[src/rtl/cla_seq_multiplier.sv]
// cla_seq_multiplier: shift-and-add unsigned multiplier driving an external CLA adder each RUN cycle.
// Optional MULT_ZERO_BYPASS_EN: zero operands skip RUN and finish with product 0.
module cla_seq_multiplier #(
  parameter int WIDTH = 8
) (
  input  logic               clk,
  input  logic               rst,
  input  logic               start,
  input  logic [WIDTH-1:0]   a_in,
  input  logic [WIDTH-1:0]   b_in,
  output logic               busy,
  output logic               done,
  output logic [2*WIDTH-1:0] product,
  output logic [WIDTH-1:0]   add_a,
  output logic [WIDTH-1:0]   add_b,
  output logic               add_cin,
  input  logic [WIDTH-1:0]   add_sum,
  input  logic               add_cout
);
  localparam int CW = $clog2(WIDTH + 1);
  typedef enum logic [1:0] {IDLE, RUN, DONE} state_t;
  state_t           state;
  logic [WIDTH-1:0] m, q, acc;
  logic [CW-1:0]    count;
  always_comb begin
    busy    = state != IDLE;
    done    = state == DONE;
    add_a   = state == RUN ? acc : '0;
    add_b   = (state == RUN && q[0]) ? m : '0;
    add_cin = 1'b0;
  end
  always_ff @(posedge clk) begin
    if (rst) begin
      state   <= IDLE;
      m       <= '0;
      q       <= '0;
      acc     <= '0;
      count   <= '0;
      product <= '0;
    end else begin
      case (state)
        IDLE: if (start) begin
`ifdef MULT_ZERO_BYPASS_EN
          if (a_in == '0 || b_in == '0) begin
            product <= '0;
            state   <= DONE;
          end else
`endif
          begin
            m     <= a_in;
            q     <= b_in;
            acc   <= '0;
            count <= CW'(WIDTH);
            state <= RUN;
          end
        end
        RUN: begin
          acc   <= {add_cout, add_sum[WIDTH-1:1]};
          q     <= {add_sum[0], q[WIDTH-1:1]};
          count <= count - 1'b1;
          if (count == CW'(1)) begin
            product <= {add_cout, add_sum, q[WIDTH-1:1]};
            state   <= DONE;
          end
        end
        DONE: state <= IDLE;
        default: state <= IDLE;
      endcase
    end
  end
endmodule

[config.mk]
export PLATFORM = sky130hd
export DESIGN_NAME = cla_seq_multiplier
export DESIGN_NICKNAME = d
export VERILOG_FILES = /design/src/rtl/cla_seq_multiplier.sv
export SDC_FILE = /design/constraint.sdc
export NUM_CORES = 1
export LEC_CHECK = 0
export ABC_CLOCK_PERIOD_IN_PS = 2200
export CAP_MARGIN = 20
export CORE_MARGIN = 2
export CORE_UTILIZATION = 50
export CTS_BUF_LIST = sky130_fd_sc_hd__clkbuf_8 sky130_fd_sc_hd__clkbuf_16
export CTS_CLUSTER_DIAMETER = 40
export CTS_CLUSTER_SIZE = 24
export DETAILED_ROUTE_END_ITERATION = 16
export GPL_ROUTABILITY_DRIVEN = 0
export PLACE_DENSITY = 0.87
export SLEW_MARGIN = 20
export SYNTH_ARGS = -nofsm -noshare
export SYNTH_HDL_FRONTEND = slang
export SYNTH_SLANG_ARGS = --single-unit
[constraint.sdc]
create_clock -name clk -period 2.2 [get_ports clk]
set_input_delay 0.44 -clock clk [delete_from_list [all_inputs] [get_ports clk]]
set_output_delay 0.44 -clock clk [all_outputs]
set_load 0.02 [all_outputs]
# == Word level (Yosys, flattened, before mapping) ==
# Index checks and enable logic that the tools add are counted.
# totals
reg_bits,46
out_inout_bits,35
elab_cells,31
# op_classes
add_sub_neg,1
n_eq_ne,5
mux,11
n_reduce_logical,8
# ops
operator,count
$mux 8,4
$pmux 8 s2,2
$pmux 4 s2,1
$reduce_and 2->1,4
$eq 4x1->1 const B,1
$mux 2,2
$mux 4,1
$pmux 2 s2,1
$reduce_bool 2->1,2
$sub 4x1->4 const B,1
$eq 2x1->1 const B,1
$eq 2x2->1 const B,1
$logic_not 2->1,1
$ne 2x1->1 const B,1
$ne 2x2->1 const B,1
$logic_and 1x1->1,1

# == Logic depth before layout (Yosys ltp) ==
# Gate-level depths: netlist of the first run.
# depth
word_depth,3
mapped_depth,6
mapped_depth_nobuf,5

# == Worst setup path before layout of the first run ==
# No wires, ideal clock.
# synth_path
kind,register to output
from,register state[0]
to,output port add_b[0]
t_arrival_ns,1.119
path_slack_ns,0.641
path_stages_with_launch,5
n_path_buf,2
path_cell_list,dfxtp_1 -> buf_4 -> nor2b_1 -> clkbuf_1 -> and3_1
# synth_via
elab_chain_cells,3
# synth_lines
element,line_no,text
"start, declared",22,state_t state;
"start signal, assigned",34,state <= IDLE;
"start signal, assigned",54,state <= RUN;
"start signal, assigned",63,state <= DONE;
$eq 2x1->1,29,add_b = (state == RUN && q[0]) ? m : '0;
$logic_and 1x1->1,29,
$mux 8,29,
"end, declared",15,"output logic [WIDTH-1:0] add_b,"
# No other way between the ends.

# == Worst setup path after layout of the first run ==
# layout_path
from,register state[0]
to,output port busy
# layout_via
elab_chain_cells,1
# layout_lines
element,line_no,text
$reduce_bool 2->1,26,busy = state != IDLE;
"end, declared",11,"output logic busy,"
# No other way between the ends.

==> metrics.csv, run 1 <==
stage,metric,value,unit
run_status,status,completed,
timing,period_needed,2.10,ns
routing,route.met2.wl,2.29,mm
cts,htreeDepth,2,
routing,vias,1817,
timing,drv_slew,0,
floorplanning,die_h,67.7,um
logic_synthesis,synth.distinct_cells,33,
global_route,grt_pass1_wl,7.71,mm
worst_hold_path,hold_start,acc[6]$_SDFFE_PP0P_,
timing,max_freq,0.475,GHz
finish,final_cell_mix,"dfxtp_1 (46), clkdlybuf4s50_1 (45), nor2_1 (25)",
timing,setup_tns,0,ns
timing,tightest_slew,0.550,ns
setup_path,crit_arrival,1.66,ns
finish,antenna_cells,0,
finish,final_common_cell,dfxtp_1,
cts,cts_root_buf,clkbuf_8,
logic_synthesis,yosys_most_used_dff,dfxtp_1,
worst_hold_path,hold_end,acc[6]$_SDFFE_PP0P_,
power_and_ir_drop,p_leak,1.33,nW
cts,cts_setup_buffers,0,
setup_path,worstReg2RegEnd,product[11]$_SDFFE_PP0P_,
routing,routed.top_layer,met4,
power_and_ir_drop,pwr_density_cell,702,mW/mm^2
logic_synthesis,synth_top_cell_area_share,45.4,%
logic_synthesis,synthXorXnorAreaFrac,0,%
logic_synthesis,syn-cell-area,0.00203,mm^2
routing,routed_via_density,5.34,
routing,wl_met1,2.02,mm
setup_path,crit_path_max_fanout,18,
floorplanning,die_w,67.7,um
timing,finalSetupViolCount,0,
worst_hold_path,min_path_cells,1,
routing,routed_wl,4.68,mm
logic_synthesis,seq_area_frac_synth,45.4,%
timing,hold_viol_final,0,
place,port_buffers,61,
routing,first_pass_iters,4,
global_route,antenna_found_initial,0,
logic_synthesis,ys_top_cells_by_area,"dfxtp_1 (45%), a22o_1 (5.6%), a21oi_1 (4.7%), nor2_1 (4.6%), or3_1 (4.3%)",
setup_path,cp_num_buf_inv,2,
logic_synthesis,synthAdderAreaFrac,1.23,%
floorplanning,floorplan.initialDensity,51.4,%
setup_path,slowest_delay,0.54,ns
timing,fin_crit_sh,95.7,%
global_route,grt_util_all_layers,22.5,%
cts,path_clk_slew,0.09,ns
timing,skew,0.0104,ns
setup_path,path_cells,"buf_4, or2_2, clkdlybuf4s50_1",
cts,cts_tree,done,
finish,layout-drive-gt1-share,9.31,%
finish,area_delta_synth_final,40.1,%
cts,clkLatencyLatePin,0.31,ns
place,dpl.hpwl,3.21,mm
setup_path,cp-end-kind,output pin,
floorplanning,io_pins,63,
worst_hold_path,min_path_type,reg -> reg,
setup_path,reg2reg_slack,0.57,ns
logic_synthesis,muxShareOfSynthArea,4.51,%
timing,relSlewSlack,63.2,%
cts,cts_buffer_depth,2,
finish,fin_area,0.00284,mm^2
power_and_ir_drop,ir_drop,0.000522,V
logic_synthesis,synth_top_family_by_area,compound AO/OA/AOI/OAI gates,
logic_synthesis,syn_nets,263,
setup_path,path_class,reg -> out,
logic_synthesis,yosys.area.top_type,dfxtp_1,
setup_path,crit_family,buffers and inverters,
cts,numCtsBuffers,5,
setup_path,startpoint_type,register,
global_route,grt_max_degree,35,
timing,grt_setup_unrepaired,false,
flow_run,max_cap_viol_count,0,
logic_synthesis,yosysWarningCount,0,
cts,clkSinkCount,46,
logic_synthesis,synth-simple-area-share,17.7,%
logic_synthesis,synth_edf_count,0,
logic_synthesis,synthArstFlopShare,0,%
routing,avgRoutedWirePerCell,13.8,um
logic_synthesis,postSynthCellCount,233,
routing,ant_nets,0,
setup_path,r2r.worst_path.cells,4,
floorplanning,die_area,0.00458,mm^2
finish,nets,319,
routing,met3_length,276,um
global_route,grt_overflow,0,
logic_synthesis,ys_seq_elements,46,
routing,drt_iter0_drc,128,
place,place_area,0.00268,mm^2
floorplanning,row_count,23,
logic_synthesis,avgSynthCellArea,8.70,um^2
setup_path,slowest_stage,clkdlybuf4s50_1,
setup_path,crit_required,1.76,ns
setup_path,worstReg2RegStart,count[0]$_SDFFE_PP0P_,
logic_synthesis,synth_compound_area_share,22.0,%
floorplanning,core-area,0.00394,mm^2
global_route,grt_pass1_vias,1714,
routing,drc_errors,0,
## flip-flops by register name, summed over array words and instances, names as in the netlist
| name | flops |
|---|---|
| acc | 8 |
| product | 16 |
| q | 8 |
| m | 8 |
| count | 4 |
| state | 2 |
## timing repair
action | CTS | global route
resized for setup | 8 | 9
pin swaps | 0 | 0
hold endpoints to repair | 0 | 0
hold buffers | 0 | 0
endpoints found under the setup margin | 8 | 8
## how the worst max path moves through the flow
stage / cells past startpoint / endpoint / slack [ns] / from
floorplan: 4 / add_b[0] / 0.64 / state[0]$_SDFFE_PP0P_
global placement: 3 / acc[0]$_SDFFE_PP0P_ / 0.32 / rst
detailed placement: 3 / acc[3]$_SDFFE_PP0P_ / 0.27 / rst
CTS: 4 / add_a[1] / 0.004 / state[0]$_SDFFE_PP0P_
global route: 4 / done / 0.008 / state[1]$_SDFFE_PP0P_
finish: 3 / busy / 0.1 / state[0]$_SDFFE_PP0P_
## cell type report
| cell class | instances | area (um^2) |
|---|---|---|
| clock inverters | 2 | 60.1 |
| well taps | 50 | 62.6 |
| fillers | 315 | 1100 |
| flip-flops and latches | 46 | 921 |
| repair buffers | 70 | 704 |
| multi-input cells | 145 | 931 |
| clock buffers | 6 | 82.6 |
| inverters | 21 | 78.8 |
## routing by layer
| metal | track usage [%] | vias to the layer above |
|---|---|---|
| li1 | - | 913 |
| met1 | 26.5 | 841 |
| met2 | 38.8 | 55 |
| met3 | 6.33 | 8 |
| met4 | 7.91 | 0 |
| met5 | 0 | - |
## report_power, final
| part | internal (mW) | switching (mW) | total (mW) |
|---|---|---|---|
| combinational | 0.152 | 0.157 | 0.309 |
| sequential | 0.880 | 0.0313 | 0.911 |
| clock | 0.484 | 0.289 | 0.774 |
| total | 1.52 | 0.477 | 1.99 |
## stage by stage
stage                     worst slack (ns)  total power, mW  utilization, %  instances  hold WS, ns
after floorplan                      0.641             1.12               -        233        0.434
after global placement               0.315             1.23            68.1        332        0.448
after detailed placement             0.270             1.24            68.1        332        0.453
after CTS                          0.00403             2.01            71.4        340        0.472
after global routing               0.00791             2.08            72.0        340        0.487
final                               0.0956             1.99            72.0        340        0.474
## cells in the mapped netlist (all sizes together), types with 2 or more instances
| library cell | number |
|---|---|
| a211oi | 6 |
| a21oi | 19 |
| a22o | 13 |
| and2 | 8 |
| and3 | 8 |
| buf | 7 |
| clkbuf | 14 |
| dfxtp | 46 |
| ha | 2 |
| inv | 21 |
| mux2i | 8 |
| nand2b | 2 |
| nor2 | 26 |
| nor2b | 3 |
| nor3 | 3 |
| o21ai | 16 |
| o221a | 3 |
| o22a | 2 |
| o41ai | 2 |
| or3 | 14 |
## worst reg2reg max path, delay by kind of cell (launching register included)
kind            cells  cell delay [ns]
compound gates      1             0.14
fa+ha+maj           1             0.16
flops               1             0.39
simple gates        2             0.89
## cell families after synthesis
| group | after synthesis |
|---|---|
| adder cells (fa/ha/maj) | 2 |
| other | 1 |
| flip-flops | 46 |
| multiplexers | 9 |
| AND/OR/NAND/NOR | 67 |
| buffers and inverters | 42 |
| AO/OA/AOI/OAI | 66 |
(Power assumes the default switching activity.)
==> inputs of run 2 (changes only) <==
PLACE_DENSITY = 0.9   (was 0.87)
SLEW_MARGIN = 0   (was 20)
==> metrics.csv, run 2 (same netlist as run 1, synthesis figures left out) <==
stage,metric,value,unit,change
routing,routed_wl,4.77,mm,+2.0%
cts,cts_root_buf,clkbuf_8,,
global_route,grt_overflow,0,,unchanged
setup_path,cp-startpoint,state[0]$_SDFFE_PP0P_,,
setup_path,crit_path_max_fanout,18,,unchanged
worst_hold_path,min_path_type,reg -> reg,,
routing,avgRoutedWirePerCell,14.0,um,+2.0%
cts,path_clk_slew,0.08,ns,about the same
timing,period_needed,2.08,ns,-0.0197 ns
setup_path,startpoint_type,register,,
floorplanning,floorplan.initialDensity,51.4,%,unchanged
timing,tightest_slew,0.506,ns,-0.0442 ns
power_and_ir_drop,ir_drop,0.000402,V,-23%
timing,setup_tns,0,ns,unchanged
cts,cts_tree,done,,
power_and_ir_drop,pwr_density_cell,659,mW/mm^2,-6.1%
cts,numCtsBuffers,5,,unchanged
setup_path,slowest_stage,clkdlybuf4s50_1,,
routing,vias,1864,,+2.6%
routing,first_pass_iters,4,,unchanged
cts,htreeDepth,2,,unchanged
timing,relSlewSlack,66.1,%,+3.0 points
flow_run,max_cap_viol_count,0,,unchanged
finish,layout-drive-gt1-share,9.31,%,unchanged
setup_path,reg2reg_slack,0.53,ns,-0.04 ns
global_route,grt_util_all_layers,23.1,%,+0.63 points
finish,final_common_cell,dfxtp_1,,
setup_path,cp_num_buf_inv,2,,unchanged
finish,final_cell_mix,"dfxtp_1 (46), clkdlybuf4s50_1 (45), nor2_1 (25)",,
cts,clkLatencyLatePin,0.30,ns,about the same
timing,grt_setup_unrepaired,false,,
routing,drc_errors,0,,unchanged
setup_path,crit_required,1.76,ns,about the same
setup_path,crit_family,buffers and inverters,,
routing,drt_iter0_drc,138,,+7.8%
floorplanning,row_count,23,,unchanged
cts,clkSinkCount,46,,unchanged
timing,finalSetupViolCount,0,,unchanged
global_route,grt_pass1_vias,1817,,+6.0%
timing,drv_slew,0,,unchanged
setup_path,r2r.worst_path.cells,4,,unchanged
power_and_ir_drop,power,1.86,mW,-6.7%
global_route,grt_max_degree,35,,unchanged
floorplanning,io_pins,63,,unchanged
floorplanning,die_h,67.7,um,unchanged
setup_path,crit_arrival,1.64,ns,-0.02 ns
place,port_buffers,61,,unchanged
finish,nets,320,,+0.31%
setup_path,path_cells,"buf_4, or2_2, clkdlybuf4s50_1",,
setup_path,worstReg2RegStart,count[0]$_SDFFE_PP0P_,,
setup_path,cp-end-kind,output pin,,
global_route,grt_pass1_wl,7.97,mm,+3.4%
finish,regMostFlops,product,,
place,dpl.hpwl,3.25,mm,+1.0%
setup_path,path_class,reg -> out,,
setup_path,worstReg2RegEnd,product[12]$_SDFFE_PP0P_,,
finish,largest_reg_flops,16,,unchanged
floorplanning,die_w,67.7,um,unchanged
setup_path,cp.depth,3,,unchanged
timing,max_freq,0.480,GHz,+0.95%
routing,ant_nets,0,,unchanged
run_status,status,completed,,
finish,area_delta_synth_final,39.1,%,
setup_path,slowest_delay,0.53,ns,about the same
cts,cts_buffer_depth,2,,unchanged
routing,routed_via_density,5.48,,+2.6%
timing,fin_crit_sh,94.8,%,-0.90 points
setup_path,crit_end,busy,,
floorplanning,core-area,0.00394,mm^2,unchanged
finish,antenna_cells,0,,unchanged
power_and_ir_drop,p_leak,1.37,nW,+3.1%
timing,hold_viol_final,0,,unchanged
timing,skew,0.00977,ns,-0.000601 ns
floorplanning,die_area,0.00458,mm^2,unchanged
global_route,antenna_found_initial,0,,unchanged
run 2: cell types whose count changed in the layout (fill, tap and decap cells not counted):
cell and change:
buf_12 -1, bufinv_16 -1, buf_4 +2, dlygate4sd2_1 -4, dlymetal6s2s_1 +4
run 2: per-layer routing:
metal  track usage (%)  share of wire, %  vias to the layer above  routed length, um
met4              8.93               1.9                        0                 89
li1                  -                 -                      907                  -
met1              27.3                43                      888               2040
met5                 0                 0                        -                  0
met3              6.67               6.4                       11                303
met2              39.3                49                       58               2340
run 2: worst register-to-register path, cell delays in order (launching register included):
cell     delay [ns]
dfxtp_1        0.39
ha_1           0.16
or3b_4         0.52
or3_1          0.37
a21oi_1        0.15
run 2: per-stage QoR:
step | worst slack, ns | area (um^2) | hold WS [ns] | util, % | std cells
floorplan | 0.641 | 2030 | 0.434 | - | 233
global placement | 0.291 | 2680 | 0.448 | 67.9 | 333
finish | 0.115 | 2820 | 0.470 | 71.5 | 340
CTS | 0.000397 | 2790 | 0.472 | 70.7 | 340
global route | 0.0344 | 2820 | 0.497 | 71.5 | 340
detailed placement | 0.238 | 2680 | 0.451 | 67.9 | 333
run 2: cell type report:
cell class | count | area [um^2]
clock buffer | 6 | 82.6
clock inverter | 1 | 30.0
fill | 325 | 1120
inverter | 21 | 78.8
multi-input combinational | 145 | 931
sequential | 46 | 921
tap | 50 | 62.6
timing repair buffer | 71 | 714
run 2: worst min-delay path by stage:
stage / slack (ns) / start / end / depth (start not counted)
floorplan: 0.43 / acc[0]$_SDFFE_PP0P_ / acc[0]$_SDFFE_PP0P_ / 1
global placement: 0.45 / acc[5]$_SDFFE_PP0P_ / acc[5]$_SDFFE_PP0P_ / 1
detailed placement: 0.45 / acc[1]$_SDFFE_PP0P_ / acc[1]$_SDFFE_PP0P_ / 1
CTS: 0.47 / acc[7]$_SDFFE_PP0P_ / acc[7]$_SDFFE_PP0P_ / 1
global route: 0.50 / acc[7]$_SDFFE_PP0P_ / acc[7]$_SDFFE_PP0P_ / 1
finish: 0.47 / acc[4]$_SDFFE_PP0P_ / acc[4]$_SDFFE_PP0P_ / 1
run 2: power by group:
part	leakage, nW	internal (mW)	switching, mW
registers	0.376	0.880	0.0319
logic	0.935	0.151	0.157
clock network	0.0573	0.364	0.276
run 2: repair_timing:
item	in CTS	in global routing
resized for setup	4	13
hold buffers	0	0
setup buffers	0	0
endpoints found under the hold margin	0	0
setup endpoints to repair	4	12
==> inputs of run 3 (changes only) <==
--- a/config.mk
+++ b/config.mk
@@ -14,5 +14,4 @@
 export CTS_CLUSTER_SIZE = 24
 export DETAILED_ROUTE_END_ITERATION = 16
-export GPL_ROUTABILITY_DRIVEN = 0
 export PLACE_DENSITY = 0.9
 export SLEW_MARGIN = 0
==> constraint.sdc (replaced) <==
create_clock -name clk -period 2.2 [get_ports clk]
set_input_delay 0.44 -clock clk [delete_from_list [all_inputs] [get_ports clk]]
set_output_delay 0.44 -clock clk [all_outputs]
set_load 0.01 [all_outputs]
==> metrics.csv, run 3 (same netlist as run 1, synthesis figures left out) <==
stage,metric,value,unit,change
finish,final_cell_mix,"clkdlybuf4s50_1 (61), dfxtp_1 (46), nor2_1 (25)",,
cts,ctsHoldBuffers,0,,unchanged
global_route,grt_pass1_vias,1722,,-5.2%
floorplanning,core-area,0.00394,mm^2,unchanged
power_and_ir_drop,ir_drop,0.000360,V,-10%
finish,area_delta_synth_final,37.2,%,
setup_path,worstReg2RegStart,count[0]$_SDFFE_PP0P_,,
timing,hold_viol_final,0,,unchanged
floorplanning,io_pins,63,,unchanged
finish,regArea,921,um^2,unchanged
routing,routed.top_layer,met4,,
timing,holdWs,0.470,ns,+0.000136 ns
routing,drt_iter0_drc,140,,+1.4%
cts,clkLatencyLatePin,0.30,ns,about the same
timing,drv_slew,0,,unchanged
setup_path,path_class,reg -> out,,
power_and_ir_drop,pwr_density_cell,627,mW/mm^2,-4.9%
place,port_buffers,61,,unchanged
setup_path,worstReg2RegEnd,product[8]$_SDFFE_PP0P_,,
worst_hold_path,hold_end,acc[2]$_SDFFE_PP0P_,,
finish,regMostFlops,product,,
global_route,grt_pass1_wl,7.75,mm,-2.8%
floorplanning,die_area,0.00458,mm^2,unchanged
floorplanning,row_count,23,,unchanged
setup_path,r2r.worst_path.cells,4,,unchanged
cts,cts_setup_buffers,0,,unchanged
timing,finalSetupViolCount,0,,unchanged
finish,fin_area,0.00278,mm^2,-1.4%
global_route,antenna_found_initial,0,,unchanged
routing,routed_via_density,5.45,,-0.54%
routing,avgRoutedWirePerCell,14.1,um,+0.38%
cts,cts_buffer_depth,2,,unchanged
finish,multi_input_area,933,um^2,+0.27%
routing,first_pass_iters,4,,unchanged
setup_path,cp-end-kind,output pin,,
routing,vias,1854,,-0.54%
setup_path,crit_arrival,1.68,ns,+0.04 ns
finish,largest_reg_flops,16,,unchanged
cts,cts_root_buf,clkbuf_8,,
cts,path_clk_slew,0.08,ns,about the same
setup_path,crit_required,1.76,ns,about the same
routing,met3_length,284,um,-6.3%
finish,antenna_cells,0,,unchanged
setup_path,reg2reg_slack,0.52,ns,about the same
timing,setup_tns,0,ns,unchanged
timing,skew,0.00787,ns,-0.00189 ns
setup_path,crit_path_max_fanout,11,,-7
cts,cts_tree,done,,
routing,drc_errors,0,,unchanged
cts,numCtsBuffers,5,,unchanged
timing,max_freq,0.471,GHz,-1.8%
timing,period_needed,2.12,ns,+0.0381 ns
routing,wl_met1,2.11,mm,+3.5%
finish,layout-drive-gt1-share,9.31,%,unchanged
floorplanning,die_w,67.7,um,unchanged
setup_path,startpoint_type,register,,
power_and_ir_drop,p_leak,1.12,nW,-18%
global_route,grt_util_all_layers,22.8,%,-0.38 points
flow_run,max_cap_viol_count,0,,unchanged
global_route,grt_overflow,0,,unchanged
timing,relSlewSlack,65.3,%,-0.81 points
routing,ant_nets,0,,unchanged
finish,nets,319,,-0.31%
run_status,status,completed,,
cts,htreeDepth,2,,unchanged
worst_hold_path,min_path_cells,1,,unchanged
routing,routed_wl,4.79,mm,+0.38%
worst_hold_path,hold_start,acc[2]$_SDFFE_PP0P_,,
cts,clkSinkCount,46,,unchanged
global_route,grt_max_degree,39,,+11%
finish,fill_cells,314,,-3.4%
place,place_area,0.00268,mm^2,about the same
floorplanning,floorplan.initialDensity,51.4,%,unchanged
worst_hold_path,min_path_type,reg -> reg,,
timing,tightest_slew,0.518,ns,+0.0121 ns
place,dpl.hpwl,3.19,mm,-1.6%
finish,final_common_cell,clkdlybuf4s50_1,,
routing,route.met2.wl,2.33,mm,-0.43%
place,gp_congestion,0.786,,
floorplanning,die_h,67.7,um,unchanged
timing,fin_crit_sh,96.5,%,+1.7 points
run 3: layout make-up:
type / instances / area share (%)
clock inverter: 2 / 0.315
clock buffer: 6 / 2.97
inverter: 21 / 2.83
multi-input combinational: 145 / 33.6
timing repair buffer: 70 / 25.0
tap: 50 / 2.25
sequential: 46 / 33.1
run 3: worst max-delay path by stage:
stage | start | endpoint | slack [ns]
3_3_place_gp | start | m[0]$_SDFFE_PP0P_ | 0.30
2_1_floorplan | state[0]$_SDFFE_PP0P_ | add_b[0] | 0.71
3_5_place_dp | start | m[0]$_SDFFE_PP0P_ | 0.23
5_1_grt | state[0]$_SDFFE_PP0P_ | add_a[0] | -0.007
4_1_cts | state[0]$_SDFFE_PP0P_ | add_b[6] | 0.03
6_report | state[0]$_SDFFE_PP0P_ | add_b[6] | 0.08
run 3: metal layers:
layer	up-vias	global-route usage, %
li1	911	-
met1	873	27.4
met2	62	39.5
met3	8	5.50
met4	0	7.65
met5	-	0
run 3: report_power, final:
part	total [mW]	switching (mW)	internal, mW
Clock	0.527	0.278	0.249
Sequential	0.912	0.0322	0.880
Combinational	0.306	0.151	0.155
run 3: repair_timing:
item	CTS	global route
gates resized for setup	0	4
setup endpoints to repair	0	16
hold endpoints to repair	0	0
run 3: critical path: stages, from the launching register on:
cell	delay (ns)
dfxtp_1	0.33
nor2b_2	0.18
buf_6	0.16
and3_1	0.17
clkdlybuf4s50_1	0.53
run 3: through the flow:
stage	std cells	utilization [%]	setup slack [ns]	total power, mW
after CTS	339	70.2	0.0320	1.74
final	340	70.5	0.0772	1.74
after detailed placement	331	67.9	0.234	1.23
after global routing	340	70.5	-0.00697	1.83
after global placement	331	67.9	0.296	1.22
after floorplan	233	-	0.708	1.11
